File: config.mk
export PLATFORM = sky130hd
export DESIGN_NAME = wbslave_fifo
export DESIGN_NICKNAME = d
export VERILOG_FILES = /design/src/rtl/wbslave_fifo_pkg.sv /design/src/rtl/wbslave_fifo_core.sv /design/src/rtl/wbslave_fifo.sv
export SDC_FILE = /design/constraint.sdc
export NUM_CORES = 1
export LEC_CHECK = 0
export ABC_AREA = 1
export CAP_MARGIN = 20
export CORE_MARGIN = 2
export CORE_UTILIZATION = 53
export CTS_BUF_LIST = sky130_fd_sc_hd__clkbuf_2
export CTS_CLUSTER_DIAMETER = 50
export CTS_CLUSTER_SIZE = 14
export DETAILED_ROUTE_END_ITERATION = 12
export PLACE_DENSITY = 0.77
export SYNTH_ARGS = -nofsm -noshare
export SYNTH_HDL_FRONTEND = slang
export SYNTH_HIERARCHICAL = 1
export SYNTH_SLANG_ARGS = --single-unit
File: constraint.sdc
create_clock -name CLK_I -period 2.9 [get_ports CLK_I]
set_input_delay 0.58 -clock CLK_I [delete_from_list [all_inputs] [get_ports CLK_I]]
set_output_delay 0.58 -clock CLK_I [all_outputs]
set_load 0.02 [all_outputs]
File: src/rtl/wbslave_fifo_pkg.sv
// Shared widths, bus addresses, status-register layout and FSM/decode types
// for the Wishbone FIFO slave.
package wbslave_fifo_pkg;

    localparam int ADDRESS_WIDTH = 8;
    localparam int DATA_WIDTH    = 8;
    localparam int SELECT_WIDTH  = 1;

    localparam logic [7:0] DATA_ADDR_DEF = 8'hFF;
    localparam logic [7:0] STAT_ADDR_DEF = 8'hFE;

    localparam int STAT_EMPTY_BIT = 0;
    localparam int STAT_FULL_BIT  = 1;
    localparam int STAT_COUNT_LSB = 4;
    localparam int CTRL_FLUSH_BIT = 0;

    typedef enum logic [1:0] {
        IDLE,
        RESP,
        WAIT_END
    } wb_state_t;

    typedef enum logic [1:0] {
        ACC_ILLEGAL,
        ACC_READ_DATA,
        ACC_READ_STAT,
        ACC_WRITE_STAT
    } access_t;

    function automatic logic [7:0] status_word(input logic [3:0] count,
                                               input logic       full,
                                               input logic       empty);
        logic [7:0] w;
        w = '0;
        w[STAT_COUNT_LSB +: 4] = count;
        w[STAT_FULL_BIT]       = full;
        w[STAT_EMPTY_BIT]      = empty;
        return w;
    endfunction

endpackage

File: src/rtl/wbslave_fifo_core.sv
// FIFO storage with wrap-bit pointers; flush clears both pointers and
// overrides any push or pop on the same edge.
module wbslave_fifo_core
    import wbslave_fifo_pkg::*;
#(
    parameter int DW         = DATA_WIDTH,
    parameter int DEPTH_LOG2 = 3
) (
    input  logic                  CLK_I,
    input  logic                  RST_I,
    input  logic                  push,
    input  logic [DW-1:0]         push_data,
    input  logic                  pop,
    input  logic                  flush,
    output logic [DW-1:0]         head_data,
    output logic [DEPTH_LOG2:0]   count,
    output logic                  full,
    output logic                  empty,
    output logic                  empty_nxt
);

    localparam int DEPTH = 1 << DEPTH_LOG2;

    logic [DW-1:0]       mem [DEPTH];
    logic [DEPTH_LOG2:0] wr_ptr, rd_ptr;
    logic [DEPTH_LOG2:0] wr_ptr_nxt, rd_ptr_nxt;

    always_comb begin
        wr_ptr_nxt = wr_ptr;
        rd_ptr_nxt = rd_ptr;
        if (flush) begin
            wr_ptr_nxt = '0;
            rd_ptr_nxt = '0;
        end else begin
            if (push) wr_ptr_nxt = wr_ptr + 1'b1;
            if (pop)  rd_ptr_nxt = rd_ptr + 1'b1;
        end
    end

    always_ff @(posedge CLK_I or negedge RST_I) begin
        if (!RST_I) begin
            wr_ptr <= '0;
            rd_ptr <= '0;
        end else begin
            wr_ptr <= wr_ptr_nxt;
            rd_ptr <= rd_ptr_nxt;
        end
    end

    // NOTE: the storage array has no reset; empty/full come from the pointers,
    // so stale contents are never observable and the array maps to plain RAM.
    always_ff @(posedge CLK_I) begin
        if (push && !flush) mem[wr_ptr[DEPTH_LOG2-1:0]] <= push_data;
    end

    assign head_data = mem[rd_ptr[DEPTH_LOG2-1:0]];
    assign count     = wr_ptr - rd_ptr;
    assign empty     = (wr_ptr == rd_ptr);
    assign full      = (wr_ptr[DEPTH_LOG2] != rd_ptr[DEPTH_LOG2]) &&
                       (wr_ptr[DEPTH_LOG2-1:0] == rd_ptr[DEPTH_LOG2-1:0]);
    assign empty_nxt = (wr_ptr_nxt == rd_ptr_nxt);

endmodule

File: src/rtl/wbslave_fifo.sv
// Wishbone classic slave: single-cycle registered ACK/ERR per strobe, FIFO
// read port, status/flush register and a level interrupt while data waits.
module wbslave_fifo
    import wbslave_fifo_pkg::*;
#(
    parameter int            AW         = ADDRESS_WIDTH,
    parameter int            DW         = DATA_WIDTH,
    parameter int            SW         = SELECT_WIDTH,
    parameter logic [AW-1:0] DATA_ADDR  = AW'(DATA_ADDR_DEF),
    parameter logic [AW-1:0] STAT_ADDR  = AW'(STAT_ADDR_DEF),
    parameter int            DEPTH_LOG2 = 3
) (
    input  logic          CLK_I,
    input  logic          RST_I,
    input  logic [AW-1:0] ADR_I,
    input  logic [DW-1:0] DAT_I,
    output logic [DW-1:0] DAT_O,
    input  logic          WE_I,
    input  logic [SW-1:0] SEL_I,
    input  logic          STB_I,
    input  logic          CYC_I,
    output logic          ACK_O,
    output logic          ERR_O,
    output logic          INTR_O,
    input  logic [DW-1:0] wr_data,
    input  logic          wr_valid,
    output logic          wr_ready
);

    wb_state_t           state, state_nxt;
    access_t             access;
    logic                req, ack_nxt, err_nxt, pop, flush, push;
    logic [DW-1:0]       dat_nxt;
    logic [DW-1:0]       fifo_head;
    logic [DEPTH_LOG2:0] fifo_count;
    logic                fifo_full, fifo_empty, fifo_empty_nxt;
    logic                unused_bits;

    assign unused_bits = ^{DAT_I, SEL_I};
    assign req         = CYC_I & STB_I;

    // Producer is held off while a flush is being decoded so no word is dropped silently.
    assign wr_ready = RST_I & !fifo_full & !flush;
    assign push     = wr_valid & wr_ready;

    always_comb begin
        access = ACC_ILLEGAL;
        if (SEL_I[0]) begin
            if (!WE_I && ADR_I == DATA_ADDR && !fifo_empty) access = ACC_READ_DATA;
            else if (!WE_I && ADR_I == STAT_ADDR)           access = ACC_READ_STAT;
            else if (WE_I && ADR_I == STAT_ADDR)            access = ACC_WRITE_STAT;
        end
    end

    // NOTE: every output of this block gets a default first, so no latch is inferred.
    always_comb begin
        state_nxt = state;
        ack_nxt   = 1'b0;
        err_nxt   = 1'b0;
        dat_nxt   = DAT_O;
        pop       = 1'b0;
        flush     = 1'b0;
        unique case (state)
            IDLE: if (req) begin
                state_nxt = RESP;
                ack_nxt   = (access != ACC_ILLEGAL);
                err_nxt   = (access == ACC_ILLEGAL);
                case (access)
                    ACC_READ_DATA: begin
                        pop     = 1'b1;
                        dat_nxt = fifo_head;
                    end
                    ACC_READ_STAT:  dat_nxt = DW'(status_word(4'(fifo_count), fifo_full, fifo_empty));
                    ACC_WRITE_STAT: flush = DAT_I[CTRL_FLUSH_BIT];
                    default: ;
                endcase
            end
            RESP:     state_nxt = WAIT_END;
            WAIT_END: if (!req) state_nxt = IDLE;
            default:  state_nxt = IDLE;
        endcase
    end

    // NOTE: sequential state uses non-blocking assignments so every register
    // samples pre-edge values regardless of statement order.
    always_ff @(posedge CLK_I or negedge RST_I) begin
        if (!RST_I) begin
            state  <= IDLE;
            ACK_O  <= 1'b0;
            ERR_O  <= 1'b0;
            DAT_O  <= '0;
            INTR_O <= 1'b0;
        end else begin
            state  <= state_nxt;
            ACK_O  <= ack_nxt;
            ERR_O  <= err_nxt;
            DAT_O  <= dat_nxt;
            INTR_O <= !fifo_empty_nxt;
        end
    end

    wbslave_fifo_core #(
        .DW         (DW),
        .DEPTH_LOG2 (DEPTH_LOG2)
    ) u_core (
        .CLK_I      (CLK_I),
        .RST_I      (RST_I),
        .push       (push),
        .push_data  (wr_data),
        .pop        (pop),
        .flush      (flush),
        .head_data  (fifo_head),
        .count      (fifo_count),
        .full       (fifo_full),
        .empty      (fifo_empty),
        .empty_nxt  (fifo_empty_nxt)
    );

endmodule

==> metrics.log, run 1 <==
INFO  metric worstReg2RegStart = u_core/wr_ptr[3]
INFO  metric critPathKind = reg2out
INFO  metric post-route-worst-setup-slack = 0.08021 ns
INFO  metric globalRouteOverflowTotal = 0
INFO  metric max_freq = 354.6 MHz
INFO  metric cap_violations = 0
INFO  metric endpoint_kind = primary output
INFO  metric r2r_setup_slack = 0.14 ns
INFO  metric drtAntennaViolNets = 0
INFO  metric grt.met2_usage = 35.78%
INFO  metric timing_hold_violations_final = 0
INFO  metric filler_cell_count = 586
INFO  metric worst_setup_hold_path_clk_slew = 0.23 ns
INFO  metric netlist.area_leader.share = 48.64%
INFO  metric utilization = 65.50%
INFO  metric worst_ep_required_time = 2.32 ns
INFO  metric asyncSetResetFlopFracSynth = 24.71%
INFO  metric post_synth.cell_area_avg = 9.978 um2
INFO  metric worst_slew_pin_slew = 0.5887 ns
INFO  metric synth_edf_count = 64
INFO  metric floorplan.die_area = 8162 um2
INFO  metric fraction_of_layout_instances_using_a_drive_strength_above_1 = 17.52%
INFO  metric power.density_cell_area = 591.3 nW/um2
INFO  metric timing.hold.ws = 0.4571 ns
INFO  metric antenna-diode-count = 0
INFO  metric io_buffers = 35
INFO  metric synthDistinctLibCells = 28
INFO  metric finalCritPeriodShare = 97.23%
INFO  metric cts.root.buffer_cell = sky130_fd_sc_hd__clkbuf_2
INFO  metric gp_congestion = 0.8309
INFO  metric run_status = finished clean
INFO  metric tritoncts = done
INFO  metric post-dp-hpwl = 5384 um
INFO  metric post_synth_inst_count = 396
INFO  metric grt_start_max_net_pins = 36
INFO  metric io_pins = 43
INFO  metric syn_to_final_growth = 20.23%
INFO  metric total_number_of_placement_rows = 31
INFO  metric max-clock-path-buffers = 2
INFO  metric htree_levels = 3
INFO  metric synthesis.yosys.warnings = 6
INFO  metric ys_ff_latch = 85
INFO  metric worstReg2RegEnd = u_core/mem[7][7]
INFO  metric critical_path_arrival = 2.24 ns
INFO  metric setup_viol_count_final = 0
INFO  metric place_area = 4566 um2
INFO  metric finalNetCount = 504
INFO  metric setup_total_negative_slack = 0 ns
INFO  metric clkSinkCount = 85
INFO  metric dominantRegCellSynth = sky130_fd_sc_hd__edfxtp_1
INFO  metric timing.critical_path.fanout_max = 2
INFO  metric worstSetupStartpointType = register
INFO  metric ranking_of_synthesized_cells_by_instance_count = sky130_fd_sc_hd__nand2_1 (99), sky130_fd_sc_hd__nor2_1 (68), sky130_fd_sc_hd__edfxtp_1 (64), sky130_fd_sc_hd__inv_1 (27), sky130_fd_sc_hd__o21ai_0 (25)
INFO  metric height_of_the_die = 90.35 um
INFO  metric timing.clock.skew = 0.02474 ns
INFO  metric post-synth-top-count-cell = sky130_fd_sc_hd__nand2_1
INFO  metric core_area = 7253 um2
INFO  metric route.vias.total = 2901
INFO  metric fp.dieW = 90.35 um
INFO  metric wirelength = 8080 um
INFO  metric grtUsageMet3 = 3.923%
INFO  metric initial_core_util = 54.48%
INFO  metric overall_fraction_of_global_route_tracks_in_use = 20.81%
INFO  metric yosysTopAreaCell = sky130_fd_sc_hd__edfxtp_1
INFO  metric multiInputGateArea = 1340 um2
INFO  metric clock_insertion_delay_worst_skew = 0.49 ns
INFO  metric rsz0062_at_grt = yes
INFO  metric firstDrtPassIters = 5
INFO  metric globalRoute.busiestLayer = met2
INFO  metric seq_area_frac_synth = 61.94%
INFO  metric peakVddDrop = 0.2987 mV
INFO  metric wire_per_inst = 14.25 um
INFO  metric preCtsSetupSlack = -0.3385 ns
INFO  metric class_of_the_tightest_hold_or_removal_check = in2async
INFO  metric syn_area = 3951 um2
INFO  metric global_route_wire_length_before_repair = 13210 um
INFO  metric cts_made_buffers = 9
INFO  metric globalRouteMet1Util = 26.24%
INFO  metric maxSlewViolCount = 0
INFO  metric leakage = 1.968 nW
INFO  metric yosys-top-cells-area = sky130_fd_sc_hd__edfxtp_1 (49%), sky130_fd_sc_hd__dfrtp_1 (13%), sky130_fd_sc_hd__nand2_1 (9.4%)
INFO  metric stdcell_area = 4751 um2
INFO  metric drc = 0
INFO  metric grt_antenna_before_repair = 0
INFO  metric rr_worst_depth = 12
INFO  metric period_minus_slack = 2.820 ns
INFO  metric via_per_inst = 5.116
INFO  metric sequential_cell_area = 2447 um2
INFO  metric slew-limit-headroom = 60.71%
INFO  metric drt_first_iter_violations = 342
INFO  metric first_global_vias = 2807
INFO  metric synth_nets = 437
==> where the power goes <==
group	switching (W)	internal, W
registers	0.0000458	0.00142
clock network	0.000406	0.000126
logic	0.000437	0.000370
total	0.000889	0.00192
==> routing by layer <==
layer	vias to the layer above	wire [um]
li1	1452	-
met4	0	55
met2	85	4106
met3	4	427
met1	1360	3491
met5	-	0
==> kinds of logic after synthesis <==
kind of cell    Yosys count  synth area share [%]
simple gates            191                 19.47
xor+xnor                  3                0.6651
fa+ha+maj                10                 3.357
buf+inv                  48                 5.953
compound gates           59                 8.613
flops                    85                 61.94
==> what timing repair did <==
item | CTS | global route
hold buffers | 0 | 0
setup buffers | 1 | 1
gates cloned | 0 | 0
hold endpoints to repair | 0 | 0
pin swaps | 1 | 4
endpoints found under the setup margin | 33 | 45
resized for setup | 8 | 13
==> registers in the layout (all words and copies together) (netlist names) <==
| register | flops |
|---|---|
| u_core/rd_ptr | 4 |
| u_core/mem | 64 |
| ERR_O | 1 |
| ACK_O | 1 |
| INTR_O | 1 |
| state | 2 |
| DAT_O | 8 |
| u_core/wr_ptr | 4 |
==> cell usage in the layout (no fill, tap or decap), types with 2 or more instances in the layout <==
| master | count |
|---|---|
| sky130_fd_sc_hd__buf_4 | 35 |
| sky130_fd_sc_hd__clkbuf_2 | 9 |
| sky130_fd_sc_hd__clkdlybuf4s50_1 | 34 |
| sky130_fd_sc_hd__clkinv_1 | 2 |
| sky130_fd_sc_hd__dfrtp_1 | 21 |
| sky130_fd_sc_hd__edfxtp_1 | 64 |
| sky130_fd_sc_hd__ha_1 | 5 |
| sky130_fd_sc_hd__ha_4 | 3 |
| sky130_fd_sc_hd__inv_1 | 26 |
| sky130_fd_sc_hd__inv_2 | 7 |
| sky130_fd_sc_hd__inv_6 | 5 |
| sky130_fd_sc_hd__nand2_1 | 98 |
| sky130_fd_sc_hd__nand2_2 | 3 |
| sky130_fd_sc_hd__nand2_4 | 2 |
| sky130_fd_sc_hd__nand3_1 | 14 |
| sky130_fd_sc_hd__nor2_1 | 63 |
| sky130_fd_sc_hd__nor2_2 | 9 |
| sky130_fd_sc_hd__o21ai_0 | 24 |
| sky130_fd_sc_hd__o21ai_1 | 11 |
| sky130_fd_sc_hd__o21ai_2 | 4 |
| sky130_fd_sc_hd__o22ai_1 | 16 |
| sky130_fd_sc_hd__xor2_1 | 2 |
==> stage by stage <==
step,total power [W],instances
after global placement,0.002185,549
after floorplan,0.001888,396
after detailed placement,0.002202,549
after global routing,0.002996,567
after CTS,0.002740,566
final,0.002809,567
==> critical path, stage by stage (launching register included) <==
cell and delay [ns]:
sky130_fd_sc_hd__dfrtp_1 0.44, sky130_fd_sc_hd__inv_2 0.09, sky130_fd_sc_hd__ha_4 0.21, sky130_fd_sc_hd__nand3_4 0.08, sky130_fd_sc_hd__nor2_2 0.04, sky130_fd_sc_hd__inv_1 0.06, sky130_fd_sc_hd__nand3b_1 0.12, sky130_fd_sc_hd__o21ai_2 0.18
sky130_fd_sc_hd__ha_2 0.19, sky130_fd_sc_hd__nand2_2 0.05, sky130_fd_sc_hd__o21ai_2 0.12, sky130_fd_sc_hd__inv_1 0.06, sky130_fd_sc_hd__buf_6 0.13
==> area by class of cell <==
class | count | area share, %
clock buffer | 9 | 0.9481
clock inverter | 7 | 1.106
inverter | 34 | 2.686
multi-input combinational | 263 | 28.21
sequential | 85 | 51.51
tap | 99 | 2.607
timing repair buffer | 70 | 12.93
==> worst max-delay path by stage <==
stage	start	endpoint	slack, ns	cells after the start
finish	u_core/wr_ptr[0]	wr_ready	0.08	12
floorplan	u_core/rd_ptr[1]	u_core/mem[0][0]	0.0009	16
global route	u_core/rd_ptr[1]	wr_ready	-0.16	12
global placement	ADR_I[0]	u_core/mem[7][4]	-0.26	12
CTS	u_core/wr_ptr[0]	u_core/mem[5][0]	-0.07	13
detailed placement	ADR_I[0]	u_core/mem[7][4]	-0.34	12
(Power assumes the default switching activity.)
==> inputs of run 2 (changes only) <==
Settings changed: GPL_TIMING_DRIVEN from default to 0.
==> run 2 against run 1 <==
Against the previous run:
- the run now ends with setup timing left
- maximum frequency decreased by 13%
- worst setup slack got worse by 0.43 ns
- power increased by 12%
- clock power increased by 44%
- critical path depth increased by 1
- highest routed layer unchanged
- register-to-register slack got worse by 0.41 ns
- routed wire length increased by 30%
- die area unchanged
- largest power group unchanged
- utilization increased by 5.5 points
- combinational power increased by 10%
- via count increased by 13%
==> metrics.log, run 2 (same netlist as run 1, synthesis figures left out) <==
INFO  metric cts.root.buffer_cell = sky130_fd_sc_hd__clkbuf_2
INFO  metric grt_antenna_before_repair = 0
INFO  metric worstReg2RegEnd = INTR_O
INFO  metric crit_slowest_cell = sky130_fd_sc_hd__dfrtp_1
INFO  metric io_pins = 43
INFO  metric crit_chain = buf_6, inv_8, ha_4, nand3_4, nor2_4, inv_2, nand3b_1, o21ai_2, ha_2, nand2_2, o21ai_2, inv_1, buf_6
INFO  metric finalCritPeriodShare = 112.0%
INFO  metric drt_first_iter_violations = 393
INFO  metric initial_core_util = 54.48%
INFO  metric syn_to_final_growth = 30.27%
INFO  metric wirelength = 10500 um
INFO  metric worstReg2RegStart = u_core/rd_ptr[1]
INFO  metric cts_made_buffers = 9
INFO  metric finalNetCount = 516
INFO  metric gp_congestion = 0.8536
INFO  metric timing.clock.skew = 0.02034 ns
INFO  metric leakage = 2.090 nW
INFO  metric wire_per_inst = 18.14 um
INFO  metric htree_levels = 3
INFO  metric height_of_the_die = 90.35 um
INFO  metric core_area = 7253 um2
INFO  metric total_number_of_placement_rows = 31
INFO  metric first_global_vias = 3070
INFO  metric class_of_the_tightest_hold_or_removal_check = in2async
INFO  metric stdcell_area = 5147 um2
INFO  metric cp.depth = 13
INFO  metric slew-limit-headroom = 78.49%
INFO  metric worst_setup_hold_path_clk_slew = 0.27 ns
INFO  metric overall_fraction_of_global_route_tracks_in_use = 23.41%
INFO  metric io_buffers = 35
INFO  metric via_per_inst = 5.644
INFO  metric critical_path_arrival = 2.67 ns
INFO  metric grt_start_max_net_pins = 23
INFO  metric worst_setup_path_endpoint = wr_ready
INFO  metric fraction_of_layout_instances_using_a_drive_strength_above_1 = 22.71%
INFO  metric worstSetupStartpointType = register
INFO  metric setup_total_negative_slack = -1.490 ns
INFO  metric critPathBufInv = 5
INFO  metric fp.dieW = 90.35 um
INFO  metric globalRouteOverflowTotal = 0
INFO  metric post-route-worst-setup-slack = -0.3473 ns
INFO  metric max_freq = 307.9 MHz
INFO  metric rsz0062_at_grt = yes
INFO  metric power.density_cell_area = 612.7 nW/um2
INFO  metric timing.critical_path.slowest_cell_delay = 0.46 ns
INFO  metric total_power = 0.003154 W
INFO  metric drc = 0
INFO  metric floorplan.die_area = 8162 um2
INFO  metric route.vias.total = 3268
INFO  metric run_status = complete, but fails checks
INFO  metric max_ffs_per_register = 64
INFO  metric rr_worst_depth = 24
INFO  metric critical_path.startpoint = u_core/rd_ptr[1]
INFO  metric global_route_wire_length_before_repair = 14670 um
INFO  metric firstDrtPassIters = 6
INFO  metric peakVddDrop = 0.4049 mV
INFO  metric antenna-diode-count = 0
INFO  metric timing_hold_violations_final = 0
INFO  metric maxSlewViolCount = 0
INFO  metric layout_common_cells = sky130_fd_sc_hd__nand2_1 (97), sky130_fd_sc_hd__edfxtp_1 (64), sky130_fd_sc_hd__nor2_1 (57)
INFO  metric r2r_setup_slack = -0.27 ns
INFO  metric critPathKind = reg2out
INFO  metric worst_slew_pin_slew = 0.3207 ns
INFO  metric tritoncts = done
INFO  metric worst_ep_required_time = 2.32 ns
INFO  metric timing.hold.ws = 0.2170 ns
INFO  metric cap_violations = 0
INFO  metric clkSinkCount = 85
INFO  metric place_area = 4425 um2
INFO  metric preCtsSetupSlack = -0.7961 ns
INFO  metric post-dp-hpwl = 5598 um
INFO  metric setup_viol_count_final = 10
INFO  metric drtAntennaViolNets = 0
INFO  metric period_minus_slack = 3.247 ns
INFO  metric endpoint_kind = primary output
INFO  metric timing.critical_path.fanout_max = 3
INFO  metric max-clock-path-buffers = 2
INFO  metric critical_path.top_delay_family = buffers and inverters
INFO  metric violated_checks = setup timing
INFO  metric clock_insertion_delay_worst_skew = 0.55 ns
INFO  metric layout.cells.most_common = sky130_fd_sc_hd__nand2_1
run 2: cell types whose count changed in the layout (fill, tap and decap cells not counted), sizes merged:
| cell | delta |
|---|---|
| inv | -3 |
| clkinv | +1 |
| clkinvlp | +1 |
| buf | +10 |
| clkbuf | +1 |
| bufinv | +2 |
run 2: per-stage QoR:
step	std cells	utilization, %
5_1_grt	579	70.97
2_1_floorplan	396	-
3_5_place_dp	530	61.01
6_report	579	70.97
4_1_cts	570	67.69
3_3_place_gp	530	61.01
run 2: final cells by class:
class | count | area (um2)
buffer | 13 | 103.9
clock buffer | 9 | 45.04
clock inverter | 7 | 116.4
fill | 483 | 2106
inverter | 34 | 142.6
multi-input combinational | 263 | 1448
sequential | 85 | 2449
tap | 99 | 123.9
timing repair buffer | 68 | 711.9
timing repair inverter | 1 | 7.507
run 2: metal layers:
layer | global-route usage (%) | wire length [um] | up-vias
met3 | 4.174 | 918 | 60
met1 | 27.28 | 3792 | 1514
met4 | 13.85 | 642 | 0
li1 | - | - | 1479
met5 | 0 | 0 | -
met2 | 40.54 | 5148 | 215
run 2: where the power goes:
| group | switching, W | internal [W] | total [W] |
|---|---|---|---|
| Combinational | 0.000520 | 0.000371 | 0.000890 |
| Sequential | 0.0000705 | 0.00143 | 0.00150 |
| Clock | 0.000457 | 0.000310 | 0.000768 |
run 2: timing repair:
item / CTS / global route
cloned: 0 / 1
resized for setup: 39 / 26
pin swaps: 12 / 10
setup endpoints to repair: 69 / 80
hold buffers: 0 / 0
buffers inserted: 24 / 8
run 2: worst min path at each step:
stage	to	slack, ns	cells past startpoint
floorplan	ACK_O	0.28	0
global placement	DAT_O[6]	0.46	2
detailed placement	DAT_O[7]	0.46	2
CTS	DAT_O[7]	0.51	2
global route	DAT_O[2]	0.17	1
finish	DAT_O[3]	0.22	1
run 2: worst register-to-register path: cells and delay by family, from the launching register on:
| family | cells | cell delay [ns] |
|---|---|---|
| simple gates | 10 | 1.02 |
| compound gates | 1 | 0.11 |
| fa+ha+maj | 2 | 0.48 |
| buf+inv | 11 | 1.05 |
| flops | 1 | 0.43 |
